**src/rtl/jk_multimode_register.sv**
```systemverilog
// jk_multimode_register: WIDTH-bit JK register bank with hold/JK/modulo count/load/shift/complement modes
module jk_multimode_register #(
  parameter int               WIDTH     = 4,
  parameter int               MODULUS   = 16,
  parameter logic [WIDTH-1:0] RESET_VAL = '0
) (
  input  logic             clock_i,
  input  logic             reset_n_i,
  input  logic             en_i,
  input  logic [2:0]       mode_i,
  input  logic [WIDTH-1:0] j_i,
  input  logic [WIDTH-1:0] k_i,
  input  logic [WIDTH-1:0] d_i,
  input  logic             ser_in_i,
  output logic [WIDTH-1:0] q_o,
  output logic [WIDTH-1:0] qn_o,
  output logic             tc_o,
  output logic             wrap_o
);
  localparam logic [WIDTH-1:0] TOP = WIDTH'(MODULUS - 1);
  logic [WIDTH-1:0] q_q, q_d;
  logic             wrap_q, wrap_d;
  // next state per mode; up-count treats anything at or above TOP as the wrap point
  always_comb begin
    q_d    = q_q;
    wrap_d = 1'b0;
    if (en_i) begin
      case (mode_i)
        3'b001: q_d = (j_i & ~q_q) | (~k_i & q_q);
        3'b010: begin
          q_d    = (q_q >= TOP) ? '0 : q_q + 1'b1;
          wrap_d = q_q >= TOP;
        end
        3'b011: begin
          q_d    = (q_q == '0) ? TOP : q_q - 1'b1;
          wrap_d = q_q == '0;
        end
        3'b100: q_d = d_i;
        3'b101: q_d = WIDTH'({q_q, ser_in_i});
        3'b110: q_d = WIDTH'({ser_in_i, q_q} >> 1);
        3'b111: q_d = ~q_q;
        default: q_d = q_q;
      endcase
    end
  end
  // state register with synchronous active-low reset overriding everything
  always_ff @(posedge clock_i) begin
    if (!reset_n_i) begin
      q_q    <= RESET_VAL;
      wrap_q <= 1'b0;
    end else begin
      q_q    <= q_d;
      wrap_q <= wrap_d;
    end
  end
  assign q_o    = q_q;
  assign qn_o   = ~q_q;
  assign wrap_o = wrap_q;
  assign tc_o   = en_i & ((mode_i == 3'b010 & q_q == TOP) | (mode_i == 3'b011 & q_q == '0));
endmodule

```
**config.mk**
```make
export PLATFORM = sky130hd
export DESIGN_NAME = jk_multimode_register
export DESIGN_NICKNAME = d
export VERILOG_FILES = /design/src/rtl/jk_multimode_register.sv
export SDC_FILE = /design/constraint.sdc
export NUM_CORES = 1
export LEC_CHECK = 0
export CORE_AREA = 3 3 40 42
export CTS_CLUSTER_SIZE = 14
export DETAILED_ROUTE_END_ITERATION = 8
export DIE_AREA = 0 0 43 45
export DONT_BUFFER_PORTS = 1
export SLEW_MARGIN = 20
export SYNTH_ARGS = -nofsm -noshare
export SYNTH_HDL_FRONTEND = slang
export SYNTH_SLANG_ARGS = --single-unit
export TNS_END_PERCENT = 50
```
**constraint.sdc**
```tcl
create_clock -name clock_i -period 1.8 [get_ports clock_i]
set_input_delay 0.36 -clock clock_i [delete_from_list [all_inputs] [get_ports clock_i]]
set_output_delay 0.36 -clock clock_i [all_outputs]
set_load 0.02 [all_outputs]
```
==> results list, run 1 <==
- Dividing the final minimum period by the clock period gives 98.1%.
* Switch share: 35.5%
- The startpoint identified for the worst hold timing path is reset_n_i.
* Largest net degree at the start of global routing: 27
* Worst slew margin relative to its limit: 73.2%
- TritonCTS Sinks: 5
- Clock tree from TritonCTS: yes
- Part of the total power dissipated in sequential elements: 31.6%
- In this run the critical register-to-register path is launched from q_o[3]$_SDFFE_PN0P_.
- Dominant cells by area after synthesis: sky130_fd_sc_hd__dfxtp_1 15%, sky130_fd_sc_hd__a21oi_1 6.1%, sky130_fd_sc_hd__a31oi_1 5.7%
- Reg clk slew, reported paths: 0.05 ns
- The mapped netlist covers 653 sq um.
- Across every metal layer, demand over resource in global routing totals 17.9%.
- Largest driver fanout on the critical path: 7
- Between clock sinks in the finished design, the worst skew comes to 0.00140 ns.
- In this run, synthesis produced a sequential element count of 5.
* Class of the worst hold path: input pin to flip-flop
- The run finished with clean final reports.
- Required arrival time at the worst endpoint: 1.44 ns
- Die Footprint: 1940 sq um
- Endpoint type of the worst setup path: output pin
- Setup violations remaining at the end of the flow were counted as 0.
- Of the synthesized area, sequential elements account for 15.3%.
- For the pin with the worst max-slew slack, the measured transition is 0.401 ns.
- Data on the critical path arrives at its endpoint at 1.41 ns.
* Count of vias placed by the detailed router: 671
- Buffer depth of the longest clock path: 2
* Number of hold violations in the final report: 0
- The tool flagged a number of max-cap violations equal to 0.
- Avg Inst Size Synth: 7.51 sq um
- The share of synthesized area in the top cell type comes to 15.3%.
- For this run, the leading register cell type out of synthesis is sky130_fd_sc_hd__dfxtp_1.
- Cell leakage power: 0.263 nW
* Total of fill cells in the finished design: 124
- Effective utilization at floorplan: 50.8%
- Internal portion of total power: 287 uW
* Kind of critical path: flip-flop to output pin
- The repair_antennas step left the layout with diodes totalling 0.
- The congestion estimate from routability-driven global placement came to 0.766.
- The total count of max-transition violations in the final report was 0.
- Routed WL: 1.76 mm
* Top-level I/O count: 29
- Deepest level of the CTS H-tree: 1
* EDFF count, synth: 0
- Root cell of the clock tree: sky130_fd_sc_hd__clkbuf_4
- STA classifies the critical path startpoint as a flip-flop.
- DR DRC count: 0
* Width of the chip: 43 um
- Cell area power density: 613 nW/um^2
- Count of different cell masters after synthesis: 43
- Net Switching: 158 uW
- End-of-flow core utilization: 56.4%
- Based on the critical path, the design can be clocked at up to 0.566 GHz.
- In this run the core area contains 13 standard-cell rows.
* Core box area: 1280 sq um
- Number of routed nets with antenna violations: 0
- Counting flops with an async set or reset pin after synthesis yields a share of 0%.
- The die is 45 um tall.
- Number of violations reported at the end of detailed-routing iteration 0: 26
* Total grt overflow: 0
* First-pass GRT wire length: 2.68 mm
- Summed over all nets, the half-perimeter wirelength after detailed placement is 1.18 mm.
* Synthesized netlist net count: 108
* Pwr Total: 444 uW
- Most frequent cells after synthesis: 8 x sky130_fd_sc_hd__a21oi_1, 6 x sky130_fd_sc_hd__a31oi_1
* Number of iterations in the first detailed-routing pass: 4
* Area delta synth->final: 10.9%
* Number of nets in the layout: 112
* Cell type with the largest total area after synthesis: sky130_fd_sc_hd__dfxtp_1
* Worst setup path start: q_o[1]$_SDFFE_PN0P_
* Layout cells sized above 1: 26.7%
- In the final routed layout, each cell accounts on average for 16.8 um.
* Final period demand of the worst path: 1.77 ns
- Total Negative Setup Slacks: 0 ns
* Yosys warns: 0
* Number of global-route vias before repair: 584
- Power share of the clock group: 31.3%
- Clock network latency to the later pin of the worst-skew pair: 0.24 ns
- Dividing the detail-routed via count by the number of cells gives 6.39.
- Cells after Synth: 87
* Number of antenna violations at the first check in global routing: 0
- In this run, CTS created clock tree buffers numbering 3.
- VDD sags by at most 293 uV.
- Most repeated cell in the gate-level netlist after synthesis: sky130_fd_sc_hd__a21oi_1
* Count of input and output buffers: 0
- Share of power burned in combinational logic: 37.2%
==> layout by cell type, fill, tap and decap left out, drive strengths merged, types with 3 or more instances in the layout <==
cell type / count
nor2: 3
a211o: 3
buf: 9
a31oi: 6
o21ai: 6
nand2: 5
a211oi: 3
clkbuf: 4
a21oi: 8
inv: 6
dfxtp: 5
==> per-stage QoR <==
step	setup WS, ns	instance area, sq um	std cells	hold slack, ns
floorplan	0.0127	656	87	0.477
global placement	0.211	661	99	0.488
detailed placement	0.178	661	99	0.489
CTS	0.0111	694	103	0.230
global route	-0.0324	724	105	0.243
finish	0.0341	724	105	0.235
==> state kept, by name, summed over array words and instances (netlist names) <==
signal,flops
q_o,4
wrap_o,1
==> final timing paths <==
path | end | slack [ns] | cells past startpoint
setup reg to reg | q_o[0]$_SDFFE_PN0P_ | 0.24 | 5
hold / removal | q_o[0]$_SDFFE_PN0P_ | 0.23 | 2
setup / recovery | tc_o | 0.03 | 5
hold reg to reg | q_o[1]$_SDFFE_PN0P_ | 0.63 | 2
==> cells by family (layout without fill, tap and decap cells) <==
family / Yosys count / count (layout) / share of synthesized area [%]
buffers and inverters: 16 / 19 / 13.6
flip-flops: 5 / 5 / 15.3
multiplexers: 1 / 1 / 3.45
AND/OR/NAND/NOR: 25 / 25 / 23.4
XOR/XNOR: 2 / 2 / 2.68
adder cells (fa/ha/maj): 2 / 2 / 3.83
AO/OA/AOI/OAI: 36 / 36 / 37.7
==> what timing repair did <==
item                                   4_1_cts  5_1_grt
pin swaps                                    1        2
endpoints found under the hold margin        0        0
resized for setup                            4        5
setup endpoints to repair                    1        1
hold buffers                                 0        0
buffers inserted                             0        2
==> power by group through the flow <==
| stage | Clock, mW | Combinational, mW | Sequential (mW) |
|---|---|---|---|
| 6_report | 0.139 | 0.165 | 0.140 |
| 5_1_grt | 0.149 | 0.180 | 0.142 |
| 4_1_cts | 0.138 | 0.153 | 0.138 |
| 3_5_place_dp | 0 | 0.152 | 0.141 |
| 3_3_place_gp | 0 | 0.151 | 0.141 |
| 2_1_floorplan | 0 | 0.140 | 0.141 |
==> routing by layer <==
layer  wire [um]  up-vias  track usage [%]  part of all wire (%)
met3         156        2             3.19                   8.9
met1         771      295             24.9                    44
met2         822       38             27.5                    47
li1            -      336                -                     -
met4           9        0             7.23                  0.51
met5           0        -                0                     0
==> worst max-delay path, cell delays in order, from the launching register on <==
cell,delay [ns]
sky130_fd_sc_hd__dfxtp_4,0.37
sky130_fd_sc_hd__inv_1,0.08
sky130_fd_sc_hd__ha_2,0.19
sky130_fd_sc_hd__nand4bb_1,0.13
sky130_fd_sc_hd__o21ai_1,0.12
sky130_fd_sc_hd__and4_4,0.28
==> cell type report <==
cell class                 instances  area [sq um]  area share (%)
clock buffer                       4          26.3            3.63
inverter                           6          22.5            3.11
multi-input combinational         66           482            66.5
sequential                         5           108            14.9
tap                               15          18.8            2.59
timing repair buffer               9          67.6            9.33
(Power assumes the default switching activity.)
==> inputs of run 2 (changes only) <==
CAP_MARGIN = 20   (was unset)
MAX_ROUTING_LAYER = met4   (was unset)
REMOVE_ABC_BUFFERS = 1   (was unset)
==> run 2 against run 1 <==
Non-clock buffer count up 3. Clock power about the same. Count of clock-buffer cells in the layout unchanged. Hold slack worse by 0.010 ns. Core utilization up 1.6 points. Register-to-register slack worse by 0.05 ns. Clock skew down 0.0011 ns. Sequential power about the same. Cell area up 2.8%. Total power up 2.9%.
==> results list, run 2 (same netlist as run 1, synthesis figures left out) <==
- The routability congestion estimate was 0.860 (was 0.766).
- Buffer depth of the longest clock path: 2 (unchanged)
- The global-route wire length before repair came to 2.93 mm (was 2.68 mm).
* Global Route met1 Usage: 27.8% (was 24.9%)
* Worst-case vdd ir drop: 350 uV (was 293 uV)
* Largest clock skew in the final design: 0.000321 ns (was 0.00140 ns)
- TritonCTS Sinks: 5 (unchanged)
* Number of antenna violations at the first check in global routing: 0 (unchanged)
* Required arrival time at the worst endpoint: 1.44 ns (about the same)
- The met3 routing resource usage after global routing was 8.76% (was 3.19%).
* Diodes inserted: 0 (unchanged)
* Root cell of the clock tree: sky130_fd_sc_hd__clkbuf_4 (unchanged)
- The clock period minus final worst setup slack came to 1.75 ns (was 1.77 ns).
* Arrival time reported for the critical path endpoint: 1.39 ns (was 1.41 ns)
- The estimated wirelength of the detail-placed design was 1.26 mm (was 1.18 mm).
- Die Height: 45 um (unchanged)
- Critical Path Sink: tc_o (unchanged)
- Most used cells in the layout excluding fill and tap cells: 12 x sky130_fd_sc_hd__buf_4, 8 x sky130_fd_sc_hd__a21oi_1, 6 x sky130_fd_sc_hd__a31oi_1 (was 9 x sky130_fd_sc_hd__buf_4, 8 x sky130_fd_sc_hd__a21oi_1, 6 x sky130_fd_sc_hd__a31oi_1)
- The origin of the worst setup path is q_o[1]$_SDFFE_PN0P_ (unchanged).
- The core region area came to 1280 sq um (unchanged).
* Floorplan row count: 13 (unchanged)
- Layout cells sized above 1: 28.0% (was 26.7%)
* Cell area power density: 614 nW/um^2 (was 613 nW/um^2)
- The leakage power total came to 0.278 nW (was 0.263 nW).
* Number of buffers inserted during clock tree synthesis: 3 (unchanged)
* Number of routed nets with antenna violations: 0 (unchanged)
- The final hold violation count is 0 (unchanged).
* Number of global-route vias before repair: 600 (was 584)
* Deepest level of the CTS H-tree: 1 (unchanged)
* Clock network latency to the later pin of the worst-skew pair: 0.25 ns (was 0.24 ns)
- The transition time at the pin with the least slew margin is 0.423 ns (was 0.401 ns).
- Top-level I/O count: 29 (unchanged)
* Total of fill cells in the finished design: 127 (was 124)
* Die Footprint: 1940 sq um (unchanged)
- The global-route congestion overflow total came to 0 (unchanged).
- Largest driver fanout on the critical path: 6 (was 7)
- The worst hold slack was 0.224 ns (was 0.235 ns).
- The slack of the worst reg-to-reg path came to 0.19 ns (was 0.24 ns).
* Largest net degree at the start of global routing: 27 (unchanged)
- The aggregate global-route resource usage was 20.6% (was 17.9%).
- DR DRC count: 0 (unchanged)
- The type of element capturing the critical path was an output pin (unchanged).
- The share of the clock period used by the worst path is 97.5% (was 98.1%).
- Fmax achieved: 0.570 GHz (was 0.566 GHz)
- The most common library cell in the layout ignoring fill and taps is sky130_fd_sc_hd__buf_4 (unchanged).
- Routed WL: 1.92 mm (was 1.76 mm)
- GRT met2 Usage: 28.4% (was 27.5%)
- The end of the worst register-to-register path is q_o[0]$_SDFFE_PN0P_ (unchanged).
* Number of flip-flops in the largest register: 4 (unchanged)
- Number of iterations in the first detailed-routing pass: 4 (unchanged)
- The count of buffers from port buffering was 0 (unchanged).
- The synthesis-to-layout area growth came to 14.0% (was 10.9%).
* Width of the chip: 43 um (unchanged)
* Clock tree from TritonCTS: yes (unchanged)
* Max_cap viols: 0 (unchanged)
- The number of hold buffers added after cts is 0 (unchanged).
- The number of setup violations in the final report was 0 (unchanged).
- Result of the run: finished, final reports clean (unchanged).
- The normalized max-slew margin was 71.8% (was 73.2%).
- The post-detailed-route wirelength per cell is 17.8 um (was 16.8 um).
- The type of the most critical hold path was input pin to flip-flop (unchanged).
- The total count of max-transition violations in the final report came to 0 (unchanged).
- The via density per instance was 6.74 (was 6.39).
* Count of cells along the worst register-to-register path: 5 (unchanged)
- The critical path startpoint category is a flip-flop (unchanged).
- Reg clk slew, reported paths: 0.05 ns (about the same)
* Number of violations reported at the end of detailed-routing iteration 0: 23 (was 26)
- Count of vias placed by the detailed router: 728 (was 671)
* GRT busiest layer: met2 (unchanged)
- The type of the worst setup path is flip-flop to output pin (unchanged).
- Number of nets in the layout: 115 (was 112)
- Reg-to-reg critical path startpoint: q_o[3]$_SDFFE_PN0P_ (unchanged)
- Effective utilization at floorplan: 50.8% (unchanged)
- End-of-flow core utilization: 57.9% (was 56.4%)
## run 2: cell count changes in the layout (fill, tap and decap cells not counted)
cell / change
sky130_fd_sc_hd__inv_1: +1
sky130_fd_sc_hd__dfxtp_4: -1
sky130_fd_sc_hd__inv_2: -1
sky130_fd_sc_hd__buf_4: +3
sky130_fd_sc_hd__dfxtp_2: +1
## run 2: cell type report
cell class	instances	area (sq um)	share of cell area, %
tap	15	18.8	2.52
clock buffer	4	26.3	3.53
inverter	6	22.5	3.03
sequential	5	105	14.1
multi-input combinational	66	482	64.7
timing repair buffer	12	90.1	12.1
## run 2: metal layers
metal	share of wire, %	vias up
met5	0	-
met1	42	337
met2	47	43
li1	-	345
met4	0.83	0
met3	10	3
## run 2: how the worst min path moves through the flow
stage,start,to,cells past startpoint
after floorplan,en_i,q_o[1]$_SDFFE_PN0P_,1
after global placement,reset_n_i,wrap_o$_SDFF_PN0_,1
after detailed placement,reset_n_i,wrap_o$_SDFF_PN0_,1
after CTS,reset_n_i,q_o[0]$_SDFFE_PN0P_,2
after global routing,reset_n_i,q_o[0]$_SDFFE_PN0P_,2
final,reset_n_i,q_o[0]$_SDFFE_PN0P_,2
## run 2: per-stage QoR
| step | total power [mW] | area (sq um) | std cells | TNS [ns] | setup slack, ns |
|---|---|---|---|---|---|
| 2_1_floorplan | 0.251 | 587 | 77 | -0.111 | -0.0888 |
| 3_3_place_gp | 0.295 | 666 | 100 | 0 | 0.221 |
| 3_5_place_dp | 0.297 | 666 | 100 | 0 | 0.181 |
| 4_1_cts | 0.439 | 697 | 104 | 0 | 0.00461 |
| 5_1_grt | 0.486 | 744 | 108 | -0.0252 | -0.0252 |
| 6_report | 0.457 | 744 | 108 | 0 | 0.0455 |
## run 2: what timing repair did
item                                    4_1_cts  5_1_grt
setup buffers                                 0        4
pin swaps                                     0        2
gates resized for setup                       4        5
endpoints found under the setup margin        1        1
## run 2: power by group
| part | internal [mW] | leakage [nW] | switching, mW | total (mW) |
|---|---|---|---|---|
| combinational | 0.0893 | 0.220 | 0.0899 | 0.179 |
| clock | 0.0844 | 0.0150 | 0.0547 | 0.139 |
| sequential | 0.120 | 0.0421 | 0.0187 | 0.139 |
| total | 0.294 | 0.278 | 0.163 | 0.457 |
## run 2: critical path, stage by stage (launching register included)
cell	delay, ns
sky130_fd_sc_hd__dfxtp_4	0.36
sky130_fd_sc_hd__inv_1	0.08
sky130_fd_sc_hd__ha_2	0.18
sky130_fd_sc_hd__nand4bb_1	0.15
sky130_fd_sc_hd__o21ai_1	0.11
sky130_fd_sc_hd__and4_4	0.26
==> inputs of run 3 (changes only) <==
clock period = 2.2 ns   (was 1.8 ns; I/O delays follow)
==> run 3 against run 2 <==
Sequential share of layout area up 0.78 points. Hold slack better by 0.081 ns. Sequential cell count unchanged. First-iteration DRC count decreased by 35%. Total power down 24%. Cell area shrank 9.7%. Register-to-register slack improved by 0.34 ns. Worst setup slack gained 0.11 ns. Clock power shrank 20%. Combinational power is 32% lower. Largest cell class unchanged.
==> results list, run 3 (same netlist as run 1, synthesis figures left out) <==
* Result of the run: finished, final reports clean (unchanged)
- Class of the worst hold path: input pin to flip-flop (unchanged)
* Effective utilization at floorplan: 50.8% (unchanged)
- DR DRC count: 0 (unchanged)
- Largest driver fanout on the critical path: 9 (was 6)
- The peak ir drop on the vdd network is 249 uV (was 350 uV).
- Kind of critical path: flip-flop to output pin (unchanged)
- Final hold slack: 0.306 ns (was 0.224 ns)
- Weighted congestion reported at the end of routability-driven placement: 0.858 (was 0.860)
- Critical Path Sink: tc_o (unchanged)
* Area delta synth->final: 2.87% (was 14.0%)
- RSZ-0062 raised after global routing: no
- The total die area came to 1940 sq um (unchanged).
* Reg clk slew, reported paths: 0.05 ns (about the same)
* Net Switching: 126 uW (was 163 uW)
- All-layer global routing usage: 19.5% (was 20.6%)
- The endpoint arrival time on the critical path came to 1.60 ns (was 1.39 ns).
- The number of rows in the core area was 13 (unchanged).
- Post-route clock period utilization: 92.9%
- The count of buffers from port buffering was 0 (unchanged).
* Critical Path Source Type: flip-flop (unchanged)
- Core box area: 1280 sq um (unchanged)
- After layout, the minimum clock period comes to 2.04 ns.
- Worst slew margin relative to its limit: 71.5% (was 71.8%)
- The total wire length after detailed routing came to 1.76 mm (was 1.92 mm).
* Clock tree from TritonCTS: yes (unchanged)
* Number of stages on the worst setup path: 5 (unchanged)
- The post-detailed-route wirelength per cell was 17.4 um (was 17.8 um).
- The transition time at the pin with the least slew margin came to 0.427 ns (was 0.423 ns).
- Endpoint type of the worst setup path: output pin (unchanged)
- The sum of buffers and inverters on the critical path was 1 (unchanged).
- The total power draw came to 346 uW (was 457 uW).
- Total grt overflow: 0 (unchanged)
- Layout cells sized above 1: 18.6% (was 28.0%)
- Cell leakage power: 0.249 nW (was 0.278 nW)
- Die Height: 45 um (unchanged)
- The total number of vias is 663 (was 728).
* Number of gates given a new drive strength after cts: 0 (was 4)
* Leading cell type in the layout, fill and taps excluded: sky130_fd_sc_hd__a21oi_1 (was sky130_fd_sc_hd__buf_4)
* Number of nets in the layout: 108 (was 115)
* Width of the chip: 43 um (unchanged)
- The flip-flop count of the largest register, all copies and words added was 4 (unchanged).
* Final count of pins violating max slew: 0 (unchanged)
* Critical Path Max Stage Delay: 0.46 ns (was 0.36 ns)
- The slack of the worst reg-to-reg path came to 0.53 ns (was 0.19 ns).
* Post-CTS setup buffers: 0 (unchanged)
- The total clock buffers created by CTS was 3 (unchanged).
- Number of hold violations in the final report: 0 (unchanged)
- The boundary pin count was 29 (unchanged).
* Number of violations reported at the end of detailed-routing iteration 0: 15 (was 23)
- Switch share: 36.5% (was 35.7%)
* Diodes inserted: 0 (unchanged)
* Number of iterations in the first detailed-routing pass: 4 (unchanged)
* Power share of the clock group: 32.2% (was 30.4%)
- Share of power burned in combinational logic: 34.8% (was 39.2%)
- The end of the worst register-to-register path is q_o[0]$_SDFFE_PN0P_ (unchanged).
* Number of antenna violations at the first check in global routing: 0 (unchanged)
- Largest net degree at the start of global routing: 27 (unchanged)
- The aggregate negative setup slack is 0 ns (unchanged).
* Cells along the critical path: inv_1, ha_1, nand4bb_1, o21ai_0, and4_2 (was inv_1, ha_2, nand4bb_1, o21ai_1, and4_4)
* Max_cap viols: 0 (unchanged)
* Fmax achieved: 0.489 GHz
- Internal portion of total power: 220 uW (was 294 uW)
* Cts-stage hold buffer count: 0 (unchanged)
- Deepest level of the CTS H-tree: 1 (unchanged)
- The number of global-route vias before repair came to 607 (was 600).
* Reg-to-reg critical path startpoint: q_o[0]$_SDFFE_PN0P_ (was q_o[3]$_SDFFE_PN0P_)
* Max stage delay cell, worst path: sky130_fd_sc_hd__dfxtp_1 (was sky130_fd_sc_hd__dfxtp_4)
- Largest delay share family, worst path: flip-flops (was simple AND/OR/NAND/NOR gates)
- Count of cells along the worst register-to-register path: 6 (was 5)
- Worst setup path start: q_o[0]$_SDFFE_PN0P_ (was q_o[1]$_SDFFE_PN0P_)
- The clock tree root buffer cell is sky130_fd_sc_hd__clkbuf_4 (unchanged).
- The estimated wirelength of the detail-placed design came to 1.24 mm (was 1.26 mm).
- Most used cells in the layout excluding fill and tap cells: 8 x sky130_fd_sc_hd__a21oi_1, 6 x sky130_fd_sc_hd__a31oi_1 (was 12 x sky130_fd_sc_hd__buf_4, 8 x sky130_fd_sc_hd__a21oi_1, 6 x sky130_fd_sc_hd__a31oi_1)
- First-pass GRT wire length: 2.66 mm (was 2.93 mm)
- The share of total power in sequential cells came to 33.0% (was 30.4%).
* Cell area power density: 515 nW/um^2 (was 614 nW/um^2)
- Buffer depth of the longest clock path: 2 (unchanged)
- The count of nets left with antenna violations after detail routing is 0 (unchanged).
* Required arrival time at the worst endpoint: 1.76 ns (was 1.44 ns)
- Vias per inst: 6.56 (was 6.74)
- Final count of negative-setup-slack endpoints: 0 (unchanged)
- The worst setup skew after layout was 0.00821 ns (was 0.000321 ns).
- The clock latency reported for the late side of the worst-skew pair came to 0.25 ns (about the same).
* TritonCTS Sinks: 5 (unchanged)
run 3: through the flow:
stage | util (%) | instance area (sq um) | setup slack, ns | std cells
2_1_floorplan | - | 587 | 0.231 | 77
3_3_place_gp | 50.0 | 643 | 0.474 | 97
3_5_place_dp | 50.0 | 643 | 0.428 | 97
4_1_cts | 52.2 | 671 | 0.147 | 101
5_1_grt | 52.3 | 672 | 0.0308 | 101
6_report | 52.3 | 672 | 0.156 | 101
run 3: worst min-delay path by stage:
stage	from	to	slack, ns	cells after the start
floorplan	en_i	q_o[1]$_SDFFE_PN0P_	0.56	1
global placement	en_i	q_o[1]$_SDFFE_PN0P_	0.57	1
detailed placement	reset_n_i	wrap_o$_SDFF_PN0_	0.57	1
CTS	en_i	q_o[1]$_SDFFE_PN0P_	0.30	1
global route	en_i	q_o[1]$_SDFFE_PN0P_	0.31	1
finish	en_i	q_o[1]$_SDFFE_PN0P_	0.31	1
run 3: power by group through the flow:
stage	Sequential [mW]	Combinational (mW)	Clock, mW
6_report	0.114	0.121	0.111
5_1_grt	0.115	0.134	0.121
4_1_cts	0.114	0.121	0.115
3_5_place_dp	0.115	0.120	0
3_3_place_gp	0.115	0.120	0
2_1_floorplan	0.122	0.0837	0
run 3: final cells by class:
cell class	instances	area, sq um
Timing Repair Buffer	5	37.5
Clock inverter	1	5.00
Clock buffer	3	22.5
Inverter	6	22.5
Multi-Input combinational cell	66	465
Sequential cell	5	100
Tap cell	15	18.8
Fill cell	131	613
run 3: per-layer routing:
metal / track usage (%) / vias to the layer above / wire length, um
met3: 8.76 / 2 / 139
li1: - / 328 / -
met2: 28.1 / 23 / 796
met5: - / - / 0
met1: 23.2 / 310 / 812
met4: 9.04 / 0 / 11
